==> config.mk <==
export PLATFORM = sky130hd
export DESIGN_NAME = mintr_cntrl
export DESIGN_NICKNAME = d
export VERILOG_FILES = /design/src/rtl/mintr_cntrl.sv
export SDC_FILE = /design/constraint.sdc
export NUM_CORES = 1
export LEC_CHECK = 0
export CAP_MARGIN = 10
export CORE_MARGIN = 4
export CORE_UTILIZATION = 25
export DETAILED_ROUTE_END_ITERATION = 12
export SLEW_MARGIN = 20
export SYNTH_ARGS = -nofsm -noshare
export SYNTH_HDL_FRONTEND = slang
export SYNTH_SLANG_ARGS = --single-unit
==> constraint.sdc <==
create_clock -name clk -period 1.8 [get_ports clk]
set_clock_uncertainty 0.2 [all_clocks]
set_input_delay 0.27 -clock clk [delete_from_list [all_inputs] [get_ports clk]]
set_output_delay 0.27 -clock clk [all_outputs]
set_load 0.02 [all_outputs]
==> src/rtl/mintr_cntrl.sv <==
// Machine-mode interrupt controller: registers software, timer and external lines,
// tracks per-line pending state, and hands one fixed-priority interrupt to the trap logic.
module mintr_cntrl #(
  parameter int                 XLEN      = 32,
  parameter int                 NUM_EXT   = 8,
  parameter logic [NUM_EXT-1:0] EDGE_MASK = '0,
  parameter int                 EXT_ID_W  = (NUM_EXT > 1) ? $clog2(NUM_EXT) : 1
) (
  input  logic                clk,
  input  logic                rst,
  input  logic                msip,
  input  logic                mtip,
  input  logic [NUM_EXT-1:0]  ext_irq,
  input  logic                mstatus_mie,
  input  logic                mie_msie,
  input  logic                mie_mtie,
  input  logic                mie_meie,
  input  logic [NUM_EXT-1:0]  ext_en,
  input  logic                intr_ack,
  input  logic                intr_complete,
  output logic                intr_req,
  output logic [XLEN-1:0]     intr_cause,
  output logic [EXT_ID_W-1:0] ext_id,
  output logic [XLEN-1:0]     mip
);

  typedef enum logic [1:0] {IDLE, REQ, SERVICE} state_t;

  state_t              state_q, state_d;
  logic [NUM_EXT-1:0]  ext_q, ext_d;
  logic [NUM_EXT-1:0]  ext_dly_q, ext_dly_d;
  logic [NUM_EXT-1:0]  edge_pend_q, edge_pend_d;
  logic [NUM_EXT-1:0]  in_service_q, in_service_d;
  logic                msip_q, msip_d;
  logic                mtip_q, mtip_d;
  logic                intr_req_q, intr_req_d;
  logic [XLEN-1:0]     cause_q, cause_d;
  logic [EXT_ID_W-1:0] ext_id_q, ext_id_d;

  logic [NUM_EXT-1:0]  ext_rise;
  logic [NUM_EXT-1:0]  ext_pend;
  logic [NUM_EXT-1:0]  ext_cand;
  logic [NUM_EXT-1:0]  id_onehot;
  logic [NUM_EXT-1:0]  ack_clr;
  logic [EXT_ID_W-1:0] sel_id;
  logic                mei, msi, mti;
  logic [3:0]          sel_code;

  // A fresh rising edge counts as pending in the same cycle so edge lines see the same latency as level lines.
  always_comb begin
    ext_d     = ext_irq;
    ext_dly_d = ext_q;
    msip_d    = msip;
    mtip_d    = mtip;
    ext_rise  = ext_q & ~ext_dly_q;
    ext_pend  = (ext_q & ~EDGE_MASK) | ((edge_pend_q | ext_rise) & EDGE_MASK);
    ext_cand  = ext_pend & ext_en & ~in_service_q;
    mei       = mstatus_mie & mie_meie & (|ext_cand);
    msi       = mstatus_mie & mie_msie & msip_q;
    mti       = mstatus_mie & mie_mtie & mtip_q;
    sel_id    = '0;
    for (int i = NUM_EXT - 1; i >= 0; i--) begin
      if (ext_cand[i]) sel_id = i[EXT_ID_W-1:0];
    end
    sel_code = mei ? 4'd11 : (msi ? 4'd3 : 4'd7);
    id_onehot = '0;
    for (int i = 0; i < NUM_EXT; i++) begin
      if (ext_id_q == i[EXT_ID_W-1:0]) id_onehot[i] = 1'b1;
    end
  end

  always_comb begin
    state_d      = state_q;
    intr_req_d   = intr_req_q;
    cause_d      = cause_q;
    ext_id_d     = ext_id_q;
    in_service_d = in_service_q;
    ack_clr      = '0;
    case (state_q)
      IDLE: begin
        if (mei | msi | mti) begin
          state_d    = REQ;
          intr_req_d = 1'b1;
          cause_d    = {1'b1, {(XLEN-5){1'b0}}, sel_code};
          ext_id_d   = sel_id;
        end
      end
      REQ: begin
        if (intr_ack) begin
          state_d    = SERVICE;
          intr_req_d = 1'b0;
          if (cause_q[3:0] == 4'd11) begin
            in_service_d = in_service_q | id_onehot;
            ack_clr      = id_onehot;
          end
        end
      end
      SERVICE: begin
        // A coincident ack takes precedence, so complete is dropped in that cycle.
        if (intr_complete && !intr_ack) begin
          state_d      = IDLE;
          in_service_d = '0;
        end
      end
      default: begin
        state_d    = IDLE;
        intr_req_d = 1'b0;
      end
    endcase
    edge_pend_d = EDGE_MASK & (ext_rise | (edge_pend_q & ~ack_clr));
  end

  always_ff @(posedge clk or posedge rst) begin
    if (rst) begin
      state_q      <= IDLE;
      ext_q        <= '0;
      ext_dly_q    <= '0;
      edge_pend_q  <= '0;
      in_service_q <= '0;
      msip_q       <= 1'b0;
      mtip_q       <= 1'b0;
      intr_req_q   <= 1'b0;
      cause_q      <= '0;
      ext_id_q     <= '0;
    end else begin
      state_q      <= state_d;
      ext_q        <= ext_d;
      ext_dly_q    <= ext_dly_d;
      edge_pend_q  <= edge_pend_d;
      in_service_q <= in_service_d;
      msip_q       <= msip_d;
      mtip_q       <= mtip_d;
      intr_req_q   <= intr_req_d;
      cause_q      <= cause_d;
      ext_id_q     <= ext_id_d;
    end
  end

  // mip shows live pending state regardless of the handshake or the global enable.
  always_comb begin
    mip     = '0;
    mip[3]  = msip_q;
    mip[7]  = mtip_q;
    mip[11] = |(ext_pend & ext_en);
  end

  assign intr_req   = intr_req_q;
  assign intr_cause = cause_q;
  assign ext_id     = ext_id_q;

endmodule

==> impl_metrics.toml, run 1 <==
[floorplan]
die_area_um2 = 8110
die_h_um = 90.0
io_pins = 94
coreArea_um2 = 6460
die_width_um = 90.0
rows = 29
initial_core_util_pct = 26.1

[global_routing]
grt_pass1_wl_um = 5260
grt_antenna_before_repair = 0
first_global_vias = 1138
grtUsageTotal_pct = 7.78
overflow = 0
grt_max_degree = 28

[worst_setup_path]
reg2reg_to = "ext_id[0]$_DFFE_PP0P_"
crit_path_max_incr_delay_ns = 0.47
ff2ff_setup_slack_ns = -0.04
crit_path_top_delay_cell = "clkdlybuf4s50_1"
crit_family = "compound AO/OA/AOI/OAI gates"
path_cells = "clkdlybuf4s50_1, nand2_2, o2111ai_4, o311ai_4, o31ai_4, mux2_4"
worstSetupStartpointType = "input port"
critPathMaxFanout = 4
reg2reg_from = "in_service_q[3]$_DFFE_PP0P_"
crit_cells = 6
startpoint = "ext_en[0]"
worstPathArrival_ns = 1.80
endpoint = "ext_id[0]$_DFFE_PP0P_"
worst-path-buf-inv = 1
crit_required_ns = 1.76
worstSetupPathType = "in -> reg"
r2r_cells = 5
worstSetupEndpointType = "flop"

[placement]
placed_cell_area_um2 = 2030
io_buffers = 37
gp_congestion = 0.835
dp.cells = 293
dp_hpwl_um = 2790

[drt]
avgRoutedWirePerCell_um = 11.4
drc = 0
drt_iter0_markers = 20
firstDrtPassIters = 4
post_drt_via_cell_ratio = 3.91
drt_wl_total_um = 3410
ant_nets = 0
vias = 1165

[layout]
layout.nets = 248
mostFrequentLayoutCell = "conb_1"
area_growth_pct = 25.1
nFillCells = 640
final_cell_mix = "conb_1 (56), clkdlybuf4s50_1 (28), dfrtp_1 (27)"
post-route-util_pct = 32.6
design_area_um2 = 2110
fin_cells = 298
drive_gt1_share_pct = 18.6
n_antenna_cell = 0
multi_input_comb_area_um2 = 753
register_area_um2 = 676

[synthesis]
async_flop_share_pct = 100
seq_area_frac_synth_pct = 40.1
synthFlopType = "dfrtp_1"
synth_edf_count = 0
yosys_warnings = 0
ys_types = 38
synthCells = 166
syn_area_per_cell_um2 = 10.1
mappedNetlistArea_um2 = 1680
synth-seq-cells = 27

[clock_network]
clock_path_buffers = 2
insertion_delay_ns = 0.27
tritoncts = "yes"
numCtsBuffers = 3
clkSinkCount = 27
path_clk_slew_ns = 0.09
cts-root-buf = "clkbuf_8"
htree_levels = 1

[pwr]
leakage_uw = 0.00103
power_density_nw_per_um2 = 1120
ir_drop_uv = 521

[sta]
max_clock_freq_ghz = 0.543
fin_crit_ns = 1.84
finalCritPeriodShare_pct = 102
rsz0062_at_grt = "true"
setup_slack_ns = -0.0423
final_max_slew_viol_count = 0
hold_viol = 0
setup-violations-final = 3
finalHoldWorstSlack_ns = 0.151
tns_ns = -0.117

[flow_run]
maxCapViolCount = 0

[run_status]
violations = "setup timing"
outcome = "finished with violations"

[hold_path]
hold_path_class = "in -> async"
[where the power goes]
group          switching [uW]  internal [uW]  leakage [uW]
Clock                     179            158     0.0000228
Sequential                166            777      0.000332
Combinational             550            525      0.000675
[cell usage after synthesis (2+ instances only)]
| library cell | instances | area, um^2 |
|---|---|---|
| dfrtp_1 | 27 | 676 |
| nand4_1 | 2 | 12.5 |
| nand3b_1 | 2 | 15.0 |
| nor2_1 | 14 | 52.6 |
| mux2_4 | 3 | 45.0 |
| nand3b_4 | 2 | 40.0 |
| a21oi_1 | 9 | 45.0 |
| nand3_1 | 2 | 10.0 |
| nor2b_1 | 2 | 12.5 |
| inv_1 | 2 | 7.51 |
| nand2_1 | 10 | 37.5 |
| o21ai_0 | 3 | 15.0 |
| buf_4 | 60 | 450 |
| a31oi_1 | 4 | 25.0 |
[logic make-up (layout without fill, tap and decap cells)]
| kind of cell | Yosys count | in the layout | share of synthesized area [%] |
|---|---|---|---|
| and+or+nand+nor | 41 | 41 | 13.9 |
| buffers and inverters | 65 | 65 | 28.9 |
| muxes | 3 | 3 | 2.68 |
| AOI/OAI and AO/OA | 29 | 29 | 14.1 |
| DFF | 27 | 27 | 40.1 |
| other | 1 | 56 | 0.223 |
[metrics by stage]
step | setup WS, ns | total power (uW)
2_1_floorplan | 0.0733 | 1680
3_3_place_gp | -0.355 | 1990
3_5_place_dp | -0.383 | 2010
4_1_cts | -0.0643 | 2360
5_1_grt | -0.127 | 2500
6_report | -0.0423 | 2350
[tightest hold or removal path, cell delays in order]
cell	delay [ns]
clkdlybuf4s50_1	0.39
inv_1	0.05
buf_4	0.32
[registers in the layout, summed over array words and instances (netlist names)]
register and count:
mtip_q 1, intr_req 1, ext_dly_d 8, in_service_q 8
state_q 2, msip_q 1, ext_id 3, intr_cause 3
[layer usage]
layer / global-route usage (%) / part of all wire, %
met1: 9.24 / 42
met2: 14.4 / 50
met3: 1.42 / 7.6
met4: 1.91 / 0.41
met5: 0 / 0
[how the worst min path moves through the flow]
stage | startpoint | endpoint | slack, ns | cells after the start
global route | rst | ext_dly_d[7]$_DFF_PP0_ | 0.18 | 3
floorplan | ext_irq[0] | ext_dly_d[0]$_DFF_PP0_ | 0.10 | 0
CTS | rst | mtip_q$_DFF_PP0_ | 0.16 | 3
global placement | intr_req$_DFFE_PP0P_ | intr_req$_DFFE_PP0P_ | 0.27 | 1
detailed placement | in_service_q[2]$_DFFE_PP0P_ | in_service_q[2]$_DFFE_PP0P_ | 0.28 | 2
finish | rst | ext_dly_d[7]$_DFF_PP0_ | 0.15 | 3
[area by class of cell]
type	count	area share, %
multi-input combinational	129	35.8
sequential	27	32.1
timing repair buffer	59	25.1
tap	77	4.58
clock buffer	4	2.14
inverter	2	0.357
[timing repair]
item | in CTS | in global routing
hold buffers | 0 | 0
setup buffers | 0 | 1
pin swaps | 0 | 1
resized for setup | 14 | 3
setup endpoints to repair | 10 | 8
No activity file was read; power rests on OpenSTA's default activity.
==> run 2, diff against run 1 <==
--- a/config.mk
+++ b/config.mk
@@ -6,5 +6,7 @@
 export NUM_CORES = 1
 export LEC_CHECK = 0
+export ABC_AREA = 1
 export CAP_MARGIN = 10
+export CORE_ASPECT_RATIO = 0.9
 export CORE_MARGIN = 4
 export CORE_UTILIZATION = 25
==> constraint.sdc (replaced) <==
create_clock -name clk -period 1.8 [get_ports clk]
set_clock_uncertainty 0.2 [all_clocks]
set_input_delay 0.54 -clock clk [delete_from_list [all_inputs] [get_ports clk]]
set_output_delay 0.54 -clock clk [all_outputs]
set_load 0.02 [all_outputs]
==> run 2 against run 1 <==
  * The run still ends with setup timing left
  * Critical path type is now in -> out
  * Sequential power decreased by 9.4%
  * Core utilization increased by 0.69 points
  * Die area increased by 2.0%
==> impl_metrics.toml, run 2 <==
[sta]
final_max_slew_viol_count = 0
finalCritPeriodShare_pct = 114
fin_crit_ns = 2.05
rsz0062_at_grt = "true"
max_clock_freq_ghz = 0.488
setup-violations-final = 1
hold_viol = 0
setup_slack_ns = -0.248

[clock_network]
clock_path_buffers = 2
clkSinkCount = 27
cts-root-buf = "clkbuf_8"
tritoncts = "yes"
insertion_delay_ns = 0.28
path_clk_slew_ns = 0.09
htree_levels = 1
numCtsBuffers = 3

[global_routing]
grt_antenna_before_repair = 0
grt_max_degree = 24
overflow = 0
grt_pass1_wl_um = 5040
grtUsageTotal_pct = 7.61
first_global_vias = 1140

[synthesis]
synth_top_area_share_pct = 39.3
synthFlopType = "dfrtp_1"
ys_types = 23
seq_area_frac_synth_pct = 39.3
synth-seq-cells = 27
yosys-top-cells-area = "dfrtp_1 (39%), buf_4 (26%), nand2_1 (5.7%), nand3_1 (4.1%), inv_1 (3.9%)"
syn_area_per_cell_um2 = 8.82
netlist_top_cells_count = "buf_4 (60), dfrtp_1 (27), nand2_1 (26)"
mappedNetlistArea_um2 = 1720
yosys_warnings = 0
async_flop_share_pct = 100
synth_edf_count = 0
yosysMostFrequentCell = "buf_4"
synth_top_cell_by_area = "dfrtp_1"
synthCells = 195

[worst_setup_path]
worstSetupStartpointType = "input port"
worstSetupPathType = "in -> out"
worstPathArrival_ns = 1.31
worstSetupEndpointType = "primary output"
crit_required_ns = 1.06
critPathMaxFanout = 2

[pwr]
ir_drop_uv = 425
leakage_uw = 0.00114
clock_power_share_pct = 14.2
p_switching_uw = 1050
comb_power_share_pct = 51.0
p_seq_share_pct = 34.8
p_int_uw = 1400
power_uw = 2450
power_density_nw_per_um2 = 1110
netSwitchingFraction_pct = 43.0

[layout]
fin_cells = 344
drive_gt1_share_pct = 28.7
design_area_um2 = 2200
layout.nets = 281
n_antenna_cell = 0
area_growth_pct = 28.2
mostFrequentLayoutCell = "conb_1"
final_cell_mix = "conb_1 (56), dfrtp_1 (27), nand2_1 (23)"

[floorplan]
die_width_um = 95.4
die_area_um2 = 8270
coreArea_um2 = 6620
io_pins = 94
initial_core_util_pct = 26.0
die_h_um = 86.7
rows = 28

[drt]
wl_met3_um = 403
firstDrtPassIters = 4
ant_nets = 0
vias = 1272
post_drt_via_cell_ratio = 3.70
dr.max_layer_used = "met4"
wl_met1_um = 1390
met2_length_um = 1510
drc = 0
avgRoutedWirePerCell_um = 9.68
drt_iter0_markers = 21
drt_wl_total_um = 3330

[placement]
placed_cell_area_um2 = 2120
post-place-ws_ns = -0.947
dp_hpwl_um = 2650
gp_congestion = 0.752
dp.cells = 338
io_buffers = 37

[flow_run]
maxCapViolCount = 0

[run_status]
outcome = "finished with violations"
violations = "setup timing"

[hold_path]
hold_path_class = "in -> async"
run 2: cell count changes in the layout (fill, tap and decap cells not counted), moves of 4 or more:
cell             change
nand3_2              +9
clkdlybuf4s50_1     -11
nor2_1               -5
clkbuf_2             +5
a31oi_1              -4
inv_1               +16
nand2_2              +5
nand2_1             +16
a21oi_1              -4
nand3_1              +7
dlygate4sd2_1        +5
a21oi_2              +5
run 2: layer usage:
metal	vias to the layer above	GRT usage (%)
li1	621	-
met1	570	10.2
met2	77	12.3
met3	4	1.82
met4	0	1.94
met5	-	0
run 2: power groups by stage:
stage / registers (uW) / clock network (uW) / logic (uW)
final: 853 / 348 / 1250
after global routing: 879 / 384 / 1360
after CTS: 853 / 361 / 1150
after detailed placement: 866 / 0 / 1190
after global placement: 864 / 0 / 1180
after floorplan: 966 / 0 / 792
run 2: area by class of cell:
cell class	instances	area, um^2
Multi-Input combinational cell	144	791
Tap cell	90	113
Inverter	19	71.3
Timing Repair Buffer	60	508
Fill cell	686	4420
Clock buffer	3	41.3
Sequential cell	27	676
Clock inverter	1	5.00
run 2: cells by family after synthesis:
family	count (synthesis)	synth area share [%]
other cells	1	0.218
compound gates	22	8.81
simple gates	65	20.2
buf+inv	80	31.5
flops	27	39.3
run 2: repair_timing:
| item | in CTS | in global routing |
|---|---|---|
| pin swaps | 6 | 10 |
| setup endpoints to repair | 20 | 17 |
| hold buffers | 0 | 0 |
| setup buffers | 1 | 0 |
| gates cloned | 0 | 1 |
| gates resized for setup | 36 | 21 |
run 2: path summary, 6_finish.rpt:
kind / start / endpoint / slack [ns] / cells past startpoint
worst max-delay path: ext_en[0] / mip[11] / -0.25 / 4
worst min-delay path: rst / msip_q$_DFF_PP0_ / 0.28 / 2
worst max register to register: intr_cause[1]$_DFFE_PP0P_ / in_service_q[4]$_DFFE_PP0P_ / 0.14 / 6
worst min register to register: intr_req$_DFFE_PP0P_ / intr_req$_DFFE_PP0P_ / 0.29 / 2
max in group asynchronous: rst / ext_dly_d[7]$_DFF_PP0_ / 0.73 / 3
min in group clk: intr_req$_DFFE_PP0P_ / intr_req$_DFFE_PP0P_ / 0.29 / 2
run 2: critical path, stage by stage:
cell and delay (ns):
dlygate4sd2_1 0.26, a221oi_2 0.29, nand2_2 0.08, buf_6 0.13
run 2: through the flow:
| step | utilization [%] | setup TNS [ns] | hold WS [ns] |
|---|---|---|---|
| after floorplan | - | 0 | 0.295 |
| after global placement | 32.1 | -5.90 | 0.266 |
| after detailed placement | 32.1 | -5.95 | 0.270 |
| after CTS | 32.6 | -0.253 | 0.283 |
| after global routing | 33.3 | -0.372 | 0.284 |
| final | 33.3 | -0.248 | 0.282 |
